$ cat config.mk
export PLATFORM = sky130hd
export DESIGN_NAME = inst_loader
export DESIGN_NICKNAME = d
export VERILOG_FILES = /design/src/rtl/inst_loader.sv
export SDC_FILE = /design/constraint.sdc
export NUM_CORES = 1
export LEC_CHECK = 0
export CORE_AREA = 4 4 129 162
export DETAILED_ROUTE_END_ITERATION = 6
export DIE_AREA = 0 0 133 166
export GPL_TIMING_DRIVEN = 0
export PLACE_DENSITY_LB_ADDON = 0.05
export SLEW_MARGIN = 20
export SYNTH_ARGS = -nofsm -noshare
export SYNTH_HDL_FRONTEND = slang
export SYNTH_SLANG_ARGS = --single-unit
$ cat constraint.sdc
create_clock -name clk -period 6.7 [get_ports clk]
set_input_delay 1.34 -clock clk [delete_from_list [all_inputs] [get_ports clk]]
set_output_delay 1.34 -clock clk [all_outputs]
set_load 0.05 [all_outputs]
$ cat src/rtl/inst_loader.sv
// Byte-stream program loader that writes big-endian 32-bit words into instruction memory.
// Optional checksum byte after the image is enabled by defining INST_LOADER_CHECKSUM_EN.
module inst_loader #(
  parameter int unsigned BASE_ADDR = 0,
  parameter int unsigned MEM_BYTES = 256
) (
  input  logic        clk,
  input  logic        rst,
  input  logic        start,
  input  logic [7:0]  rx_data,
  input  logic        rx_valid,
  output logic        rx_ready,
  output logic        mem_we,
  output logic [31:0] mem_addr,
  output logic [31:0] mem_wdata,
  output logic        busy,
  output logic        done,
  output logic        err
);

  typedef enum logic [2:0] {
    IDLE, LEN_HI, LEN_LO, DATA, WRITE, CHK, DONE, ERR
  } state_t;

  localparam logic [31:0] SPACE = 32'(MEM_BYTES - BASE_ADDR);

  state_t      state, state_next;
  logic [31:0] addr;
  logic [31:0] word;
  logic [15:0] remaining;
  logic [7:0]  len_hi;
  logic [1:0]  byte_idx;
  logic        xfer;
  logic [15:0] len_word;
  logic        too_big;
`ifdef INST_LOADER_CHECKSUM_EN
  logic [7:0]  csum;
`endif

  assign xfer     = rx_valid && rx_ready;
  assign len_word = {len_hi, rx_data};
  // Byte span of the image is formed 32 bits wide so large counts never wrap.
  assign too_big  = {14'd0, len_word, 2'b00} > SPACE;

  always_ff @(posedge clk) begin
    if (rst) state <= IDLE;
    else     state <= state_next;
  end

  always_comb begin
    state_next = state;
    case (state)
      IDLE, DONE, ERR: if (start) state_next = LEN_HI;
      LEN_HI:          if (xfer) state_next = LEN_LO;
      LEN_LO: begin
        if (xfer) begin
          if (len_word == 16'd0) state_next = DONE;
          else if (too_big)      state_next = ERR;
          else                   state_next = DATA;
        end
      end
      DATA:            if (xfer && byte_idx == 2'd3) state_next = WRITE;
      WRITE: begin
        if (remaining == 16'd1) begin
`ifdef INST_LOADER_CHECKSUM_EN
          state_next = CHK;
`else
          state_next = DONE;
`endif
        end else begin
          state_next = DATA;
        end
      end
`ifdef INST_LOADER_CHECKSUM_EN
      CHK:             if (xfer) state_next = (rx_data == csum) ? DONE : ERR;
`endif
      default:         state_next = IDLE;
    endcase
  end

  always_comb begin
    rx_ready  = 1'b0;
    mem_we    = 1'b0;
    mem_addr  = 32'd0;
    mem_wdata = 32'd0;
    busy      = 1'b0;
    done      = 1'b0;
    err       = 1'b0;
    case (state)
      LEN_HI, LEN_LO, DATA, CHK: begin
        rx_ready = 1'b1;
        busy     = 1'b1;
      end
      WRITE: begin
        mem_we    = 1'b1;
        mem_addr  = addr;
        mem_wdata = word;
        busy      = 1'b1;
      end
      DONE:    done = 1'b1;
      ERR:     err  = 1'b1;
      default: ;
    endcase
  end

  always_ff @(posedge clk) begin
    if (rst) begin
      addr      <= 32'd0;
      word      <= 32'd0;
      remaining <= 16'd0;
      len_hi    <= 8'd0;
      byte_idx  <= 2'd0;
`ifdef INST_LOADER_CHECKSUM_EN
      csum      <= 8'd0;
`endif
    end else begin
      case (state)
        IDLE, DONE, ERR: begin
          if (start) begin
            addr     <= 32'(BASE_ADDR);
            word     <= 32'd0;
            byte_idx <= 2'd0;
`ifdef INST_LOADER_CHECKSUM_EN
            csum     <= 8'd0;
`endif
          end
        end
        LEN_HI: if (xfer) len_hi <= rx_data;
        LEN_LO: begin
          if (xfer) begin
            remaining <= len_word;
            byte_idx  <= 2'd0;
          end
        end
        DATA: begin
          if (xfer) begin
            word     <= {word[23:0], rx_data};
            byte_idx <= byte_idx + 2'd1;
`ifdef INST_LOADER_CHECKSUM_EN
            csum     <= csum ^ rx_data;
`endif
          end
        end
        WRITE: begin
          addr      <= addr + 32'd4;
          remaining <= remaining - 16'd1;
          byte_idx  <= 2'd0;
        end
        default: ;
      endcase
    end
  end

endmodule

==> impl_metrics.py <==
metrics = {
    "floorplanning": {
        "dieWidth_um": 133,
        "core_area_um2": 19300,
        "initial_utilization_pct": 24.7,
        "die_area_um2": 22100,
        "num_rows": 57,
        "ios": 81,
        "die_h_um": 166,
    },
    "clock_tree": {
        "cts_tree": "yes",
        "clkLatencyLatePin_ns": 0.35,
        "clockBufferDepth": 2,
        "holdBufCountCts": 0,
        "htreeDepth": 3,
        "path_clk_slew_ns": 0.07,
        "cts_sinks": 91,
        "cts_setup_buffers": 0,
        "cts_resized": 0,
        "numCtsBuffers": 9,
        "cts_root_buf": "clkbuf_16",
    },
    "sta": {
        "drv_slew": 0,
        "relSlewSlack_pct": 32.9,
        "finalClockSkew_ns": 0.00773,
        "setup_viol": 0,
        "tns_ns": 0,
        "worst_slew_pin_slew_ns": 0.993,
        "fin_crit_ns": 4.93,
        "rsz0062_at_grt": "no",
        "fmax_mhz": 203,
        "fin_crit_sh_pct": 73.6,
        "finalHoldViolCount": 0,
    },
    "synthesis": {
        "ys_ff_latch": 91,
        "synth_area_leaders": "dfxtp_1, and2_1, a21oi_1",
        "syn_inst": 614,
        "yosys.area.top_type": "dfxtp_1",
        "synth_cell_types": 62,
        "yosys_most_used_dff": "dfxtp_1",
        "synth-seq-area-share_pct": 38.1,
        "ys_async_sr_fraction_pct": 0,
        "synth_area_um2": 4780,
        "synth_edf_count": 0,
        "netlist.area_leader.share_pct": 38.1,
        "ys_warn_count": 0,
        "avgSynthCellArea_um2": 7.78,
    },
    "place": {
        "dp_hpwl_mm": 12.8,
        "place_congestion": 0.821,
        "io_buffers": 77,
        "dpl_cell_area_um2": 5890,
    },
    "route": {
        "num_vias": 4862,
        "initialDrtViolationCount": 231,
        "viasPerCell": 5.00,
        "first_pass_iters": 4,
        "wl_per_cell_um": 17.8,
        "drt-total-wl_mm": 17.3,
        "drtAntennaViolNets": 0,
        "drc": 0,
    },
    "setup_path": {
        "cp_slowest_stage_delay_ns": 0.80,
        "critPathKind": "register to output port",
        "path_cells": "buf_4 > or3b_1 > buf_6 > inv_2 > buf_2 > clkbuf_1 > clkbuf_1 > and2_1 > clkdlybuf4s50_1",
        "required_ns": 5.36,
        "worstPathArrival_ns": 3.59,
        "end_kind": "output port",
        "critPathSlowestCell": "clkdlybuf4s50_1",
        "crit_start": "state[2]",
        "crit_family": "buffers and inverters",
        "cp_max_fo": 10,
        "cp_common_cell": "clkbuf_1",
        "path_buf_inv": 7,
        "regToRegStartpoint": "state[0]",
        "crit_path_start_kind": "register",
    },
    "run": {
        "drv_cap": 0,
    },
    "status": {
        "status": "completed",
    },
    "final_layout": {
        "mostFrequentLayoutCell": "dfxtp_1",
        "area_delta_synth_final_pct": 29.9,
        "layout_common_cells": "dfxtp_1, clkdlybuf4s50_1, a21oi_1",
        "final_cell_area_um2": 6210,
        "final_nets": 719,
        "diodes": 0,
        "drive_above_1_share_pct": 5.37,
    },
    "power_and_ir_drop": {
        "ir_drop_mv": 0.128,
        "power_per_cell_area_nw_per_um2": 295,
        "leakagePower_nw": 1.99,
    },
    "global_routing": {
        "grt_max_degree": 17,
        "grt-ovfl-total": 0,
        "grt_pass1_vias": 4996,
        "antenna_found_initial": 0,
        "grt_first_pass_wirelength_mm": 27.7,
        "grt_use_total_pct": 15.7,
    },
    "min_path": {
        "min-delay-start": "word[28]",
        "min_path_type": "register to register",
    },
}
==> synthesized netlist by cell type, drive strengths merged, types with 3 or more instances <==
library cell	number
or3b	3
inv	12
o311ai	11
nor2	33
o21ai	13
nand4	12
o211ai	10
nand3	51
mux2	4
mux2i	14
nand2b	3
nand2	61
or3	9
a21oi	67
dfxtp	91
or2	8
nor3	13
ha	4
and2	61
buf	6
a31oi	12
and3	10
o22ai	3
or4	17
nor4	8
clkbuf	43
==> flip-flops by register name, summed over array words and instances (netlist names) <==
name / cells
addr: 30
byte_idx: 2
len_hi: 8
remaining: 16
state: 3
word: 32
==> through the flow <==
step	util, %	cells	hold slack, ns	total power (W)	setup WS (ns)
after floorplan	-	615	0.441	0.00107	3.11
after global placement	30.5	957	0.458	0.00128	2.05
after detailed placement	30.5	957	0.457	0.00128	2.03
after CTS	32.1	973	0.467	0.00186	1.61
after global routing	32.1	973	0.496	0.00194	1.50
final	32.1	973	0.467	0.00183	1.77
==> per-layer routing <==
layer	track usage, %	up-vias	wire [um]
met5	0	-	0
met4	6.37	0	381
met3	2.42	27	626
met2	26.8	120	8650
met1	19.8	2326	7660
li1	-	2389	-
==> power breakdown <==
group          switching [W]  internal [W]
Clock               0.000241      0.000330
Combinational       0.000437      0.000202
Sequential         0.0000413      0.000582
Total               0.000719       0.00111
==> worst reg2reg max path: cells and delay by family (launching register included) <==
family | cells | cell delay (ns)
buf+inv | 3 | 1.30
compound gates | 3 | 0.89
flops | 1 | 0.32
simple gates | 1 | 0.14
==> logic make-up (layout without fill, tap and decap cells) <==
kind of cell | Yosys count | after routing | synth area share, %
multiplexers | 18 | 18 | 3.87
flip-flops | 91 | 91 | 38.1
AND/OR/NAND/NOR | 301 | 301 | 34.1
buffers and inverters | 62 | 155 | 5.29
AO/OA/AOI/OAI | 135 | 135 | 17.2
other | 1 | 2 | 0.0785
adder cells (fa/ha/maj) | 4 | 4 | 1.05
XOR/XNOR | 2 | 2 | 0.367
==> worst paths after layout <==
check                       end  slack, ns  cells after the start
setup / recovery  mem_wdata[13]       1.77                      9
hold reg to reg        word[28]       0.47                      2
setup reg to reg       addr[24]       3.99                      7
hold / removal         word[28]       0.47                      2
==> layout make-up <==
type	instances	area [um2]
Inverter	13	48.8
Timing Repair Buffer	77	771
Clock buffer	9	225
Fill cell	2118	13100
Sequential cell	91	1820
Tap cell	265	332
Multi-Input combinational cell	462	2710
Clock inverter	7	98.8
Buffer	49	204
No activity file was read; power rests on OpenSTA's default activity.
==> RTL edit (same settings) <==
Add a define of `INST_LOADER_CHECKSUM_EN`.
--- a/src/rtl/inst_loader.sv
+++ b/src/rtl/inst_loader.sv
@@ -1,5 +1,7 @@
 // Byte-stream program loader that writes big-endian 32-bit words into instruction memory.
 // Optional checksum byte after the image is enabled by defining INST_LOADER_CHECKSUM_EN.
+`define INST_LOADER_CHECKSUM_EN
+
 module inst_loader #(
   parameter int unsigned BASE_ADDR = 0,
   parameter int unsigned MEM_BYTES = 256
Formal check against the unedited RTL: not equivalent (Yosys sat finds a counterexample within 10 cycles, from zero or initial values and one cycle with rst high).
==> RTL edit against the unedited design <==
Area after synthesis rose by 7.3%. Global-route usage is 0.25 points higher. Synthesized cell count rose by 6.8%. Non-clock buffer count down 3. Setup slack better by 0.088 ns. Count of clock-buffer cells in the layout stayed put. Critical path depth down 2. Cell area rose by 4.7%. Sequential share of layout area up 1.2 points. Fmax up 1.8%. Die area stayed put. Sequential cell count rose by 8. Total power increased by 9.7%. Wire length up 2.3%. Largest power group unchanged.
==> RTL edit: results (changes against the unedited design) <==
GRT
  • Pin count of the biggest net entering global routing: 19 (was 17)
  • Vias in the first global route: 5,079 (was 4,996)
  • First-pass GRT wire length: 28.2 mm (was 27.7 mm)
  • Antenna violations before repair: 0 (unchanged)
  • GR Util All Layers: 16.0% (was 15.7%)

Min path
  • Hold crit path type: reg -> reg (unchanged)
  • WHS Path Cells: 2 (unchanged)
  • Hold EP: word[9] (was word[28])
  • Worst min-delay path startpoint: word[1] (was word[28])

Setup path
  • Worst EP arrival: 3.51 ns (was 3.59 ns)
  • R2r endpoint: addr[24] (unchanged)
  • Crit-path max cell delay: 0.82 ns (was 0.80 ns)
  • Worst Setup SP: state[2] (unchanged)
  • Internal reg-to-reg setup slack: 4.18 ns (was 3.99 ns)
  • CP max stage cell: clkdlybuf4s50_1 (unchanged)
  • Worst-path maximum fanout: 10 (unchanged)
  • Delay-heaviest family, CP: buffers and inverters (unchanged)
  • Worst R2R Path Depth: 7 (unchanged)

Clock tree
  • Clock tree root driver cell: clkbuf_16 (unchanged)
  • CTS buffer count: 9 (unchanged)
  • H-tree depth: 3 (unchanged)
  • Clock buffer depth: 2 (unchanged)
  • Worst skew pair latency: 0.36 ns
  • CTS clk-pin slew, worst paths: 0.08 ns
  • Post-CTS setup buffer count: 0 (unchanged)
  • PostCTS Resize Cnt: 0 (unchanged)

Timing
  • Pin slew with the least headroom to its limit: 1.05 ns (was 0.993 ns)
  • Clock Skew: 0.0112 ns (was 0.00773 ns)

Pwr
  • Power density over the cells: 309 nW/um2 (was 295 nW/um2)
  • Worst vdd ir: 207 uV (was 128 uV)
  • Lkg Pwr: 2.11 nW (was 1.99 nW)

Synthesis
  • Synth cell types: 57 (was 62)
  • Async set-reset flop share out of synthesis: 0% (unchanged)
  • Synthesis warning total: 0 (unchanged)
  • Number of synthesized flops with an enable pin: 0 (unchanged)
  • Area contributors post-synth: dfxtp_1 (39%), and2_1 (7.6%), a21oi_1 (5.8%) (was dfxtp_1 (38%), and2_1 (8.0%), a21oi_1 (7.0%))
  • Post-synthesis sequential area ratio: 38.6% (was 38.1%)
  • Top post-synthesis cells by count: dfxtp_1 (99), nand2_1 (72), and2_1 (62) (was dfxtp_1 (91), a21oi_1 (67), and2_1 (61), nand2_1 (61), nand3_1 (51))

Routing
  • Vias: 5,049 (was 4,862)
  • Post-Route WL: 17.7 mm (was 17.3 mm)
  • Initial DRC Count: 395 (was 231)
  • Drt pass-1 iters: 5 (was 4)

Final layout
  • Diodes inserted: 0 (unchanged)
  • Fillers: 2,102 (was 2,118)
  • Layout Nets: 759 (was 719)
  • Layout cells sized above 1: 7.09% (was 5.37%)
  • Top flop regs: word x32, addr x30, remaining x16 (unchanged)

Outcome
  • Outcome: finished, final reports clean (unchanged)

Placement
  • IO buf count: 75 (was 77)
  • HPWL Detailed: 13.3 mm (was 12.8 mm)
  • Cell Area, Placed: 6220 um2 (was 5890 um2)
  • Gpl congestion: 0.789 (was 0.821)
RTL edit: worst max path at each step:
stage                     slack (ns)  depth (start not counted)             to
after floorplan                 3.22                          5   mem_addr[19]
after global placement          2.17                          7  mem_wdata[25]
after detailed placement        2.15                          7  mem_wdata[25]
after CTS                       1.75                          7  mem_wdata[25]
after global routing            1.65                          7  mem_wdata[25]
final                           1.85                          7    mem_addr[2]
RTL edit: metal layers:
layer | track usage, % | up-vias | wire length, um
met5 | 0 | - | 0
met4 | 4.75 | 0 | 248
met3 | 2.24 | 14 | 648
met2 | 28.8 | 127 | 9010
met1 | 19.7 | 2394 | 7810
li1 | - | 2514 | -
RTL edit: kinds of logic (layout without fill, tap and decap cells):
group           after synthesis  after routing  share of synthesized area, %
compound gates              141            141                          17.0
mux                          16             16                          3.27
flops                        99             99                          38.6
fa+ha+maj                     4              4                         0.976
simple gates                324            324                          33.1
xor+xnor                     14             14                          2.39
other cells                   1              2                        0.0731
buf+inv                      57            148                          4.56
RTL edit: final cells by class:
class                      instances  area share, %
multi-input combinational        501           44.9
timing repair buffer              75           11.5
clock inverter                     7          0.905
inverter                           9          0.520
sequential                        99           30.5
tap                              265           5.10
buffer                            48           3.08
clock buffer                       9           3.46
RTL edit: metrics by stage:
stage | hold slack [ns] | setup slack [ns] | cells
after floorplan | 0.434 | 3.22 | 657
after global placement | 0.443 | 2.17 | 997
after detailed placement | 0.457 | 2.15 | 997
after CTS | 0.467 | 1.75 | 1013
after global routing | 0.494 | 1.65 | 1013
final | 0.462 | 1.85 | 1013
RTL edit: power breakdown:
group	internal [mW]	leakage, nW	switching [mW]
sequential	0.643	0.800	0.0584
combinational	0.248	1.17	0.540
clock	0.259	0.139	0.262
total	1.15	2.11	0.860
RTL edit: worst min-delay path: stages, from the launching register on:
cell,delay (ns)
dfxtp_1,0.32
nand2_1,0.05
a21oi_1,0.05
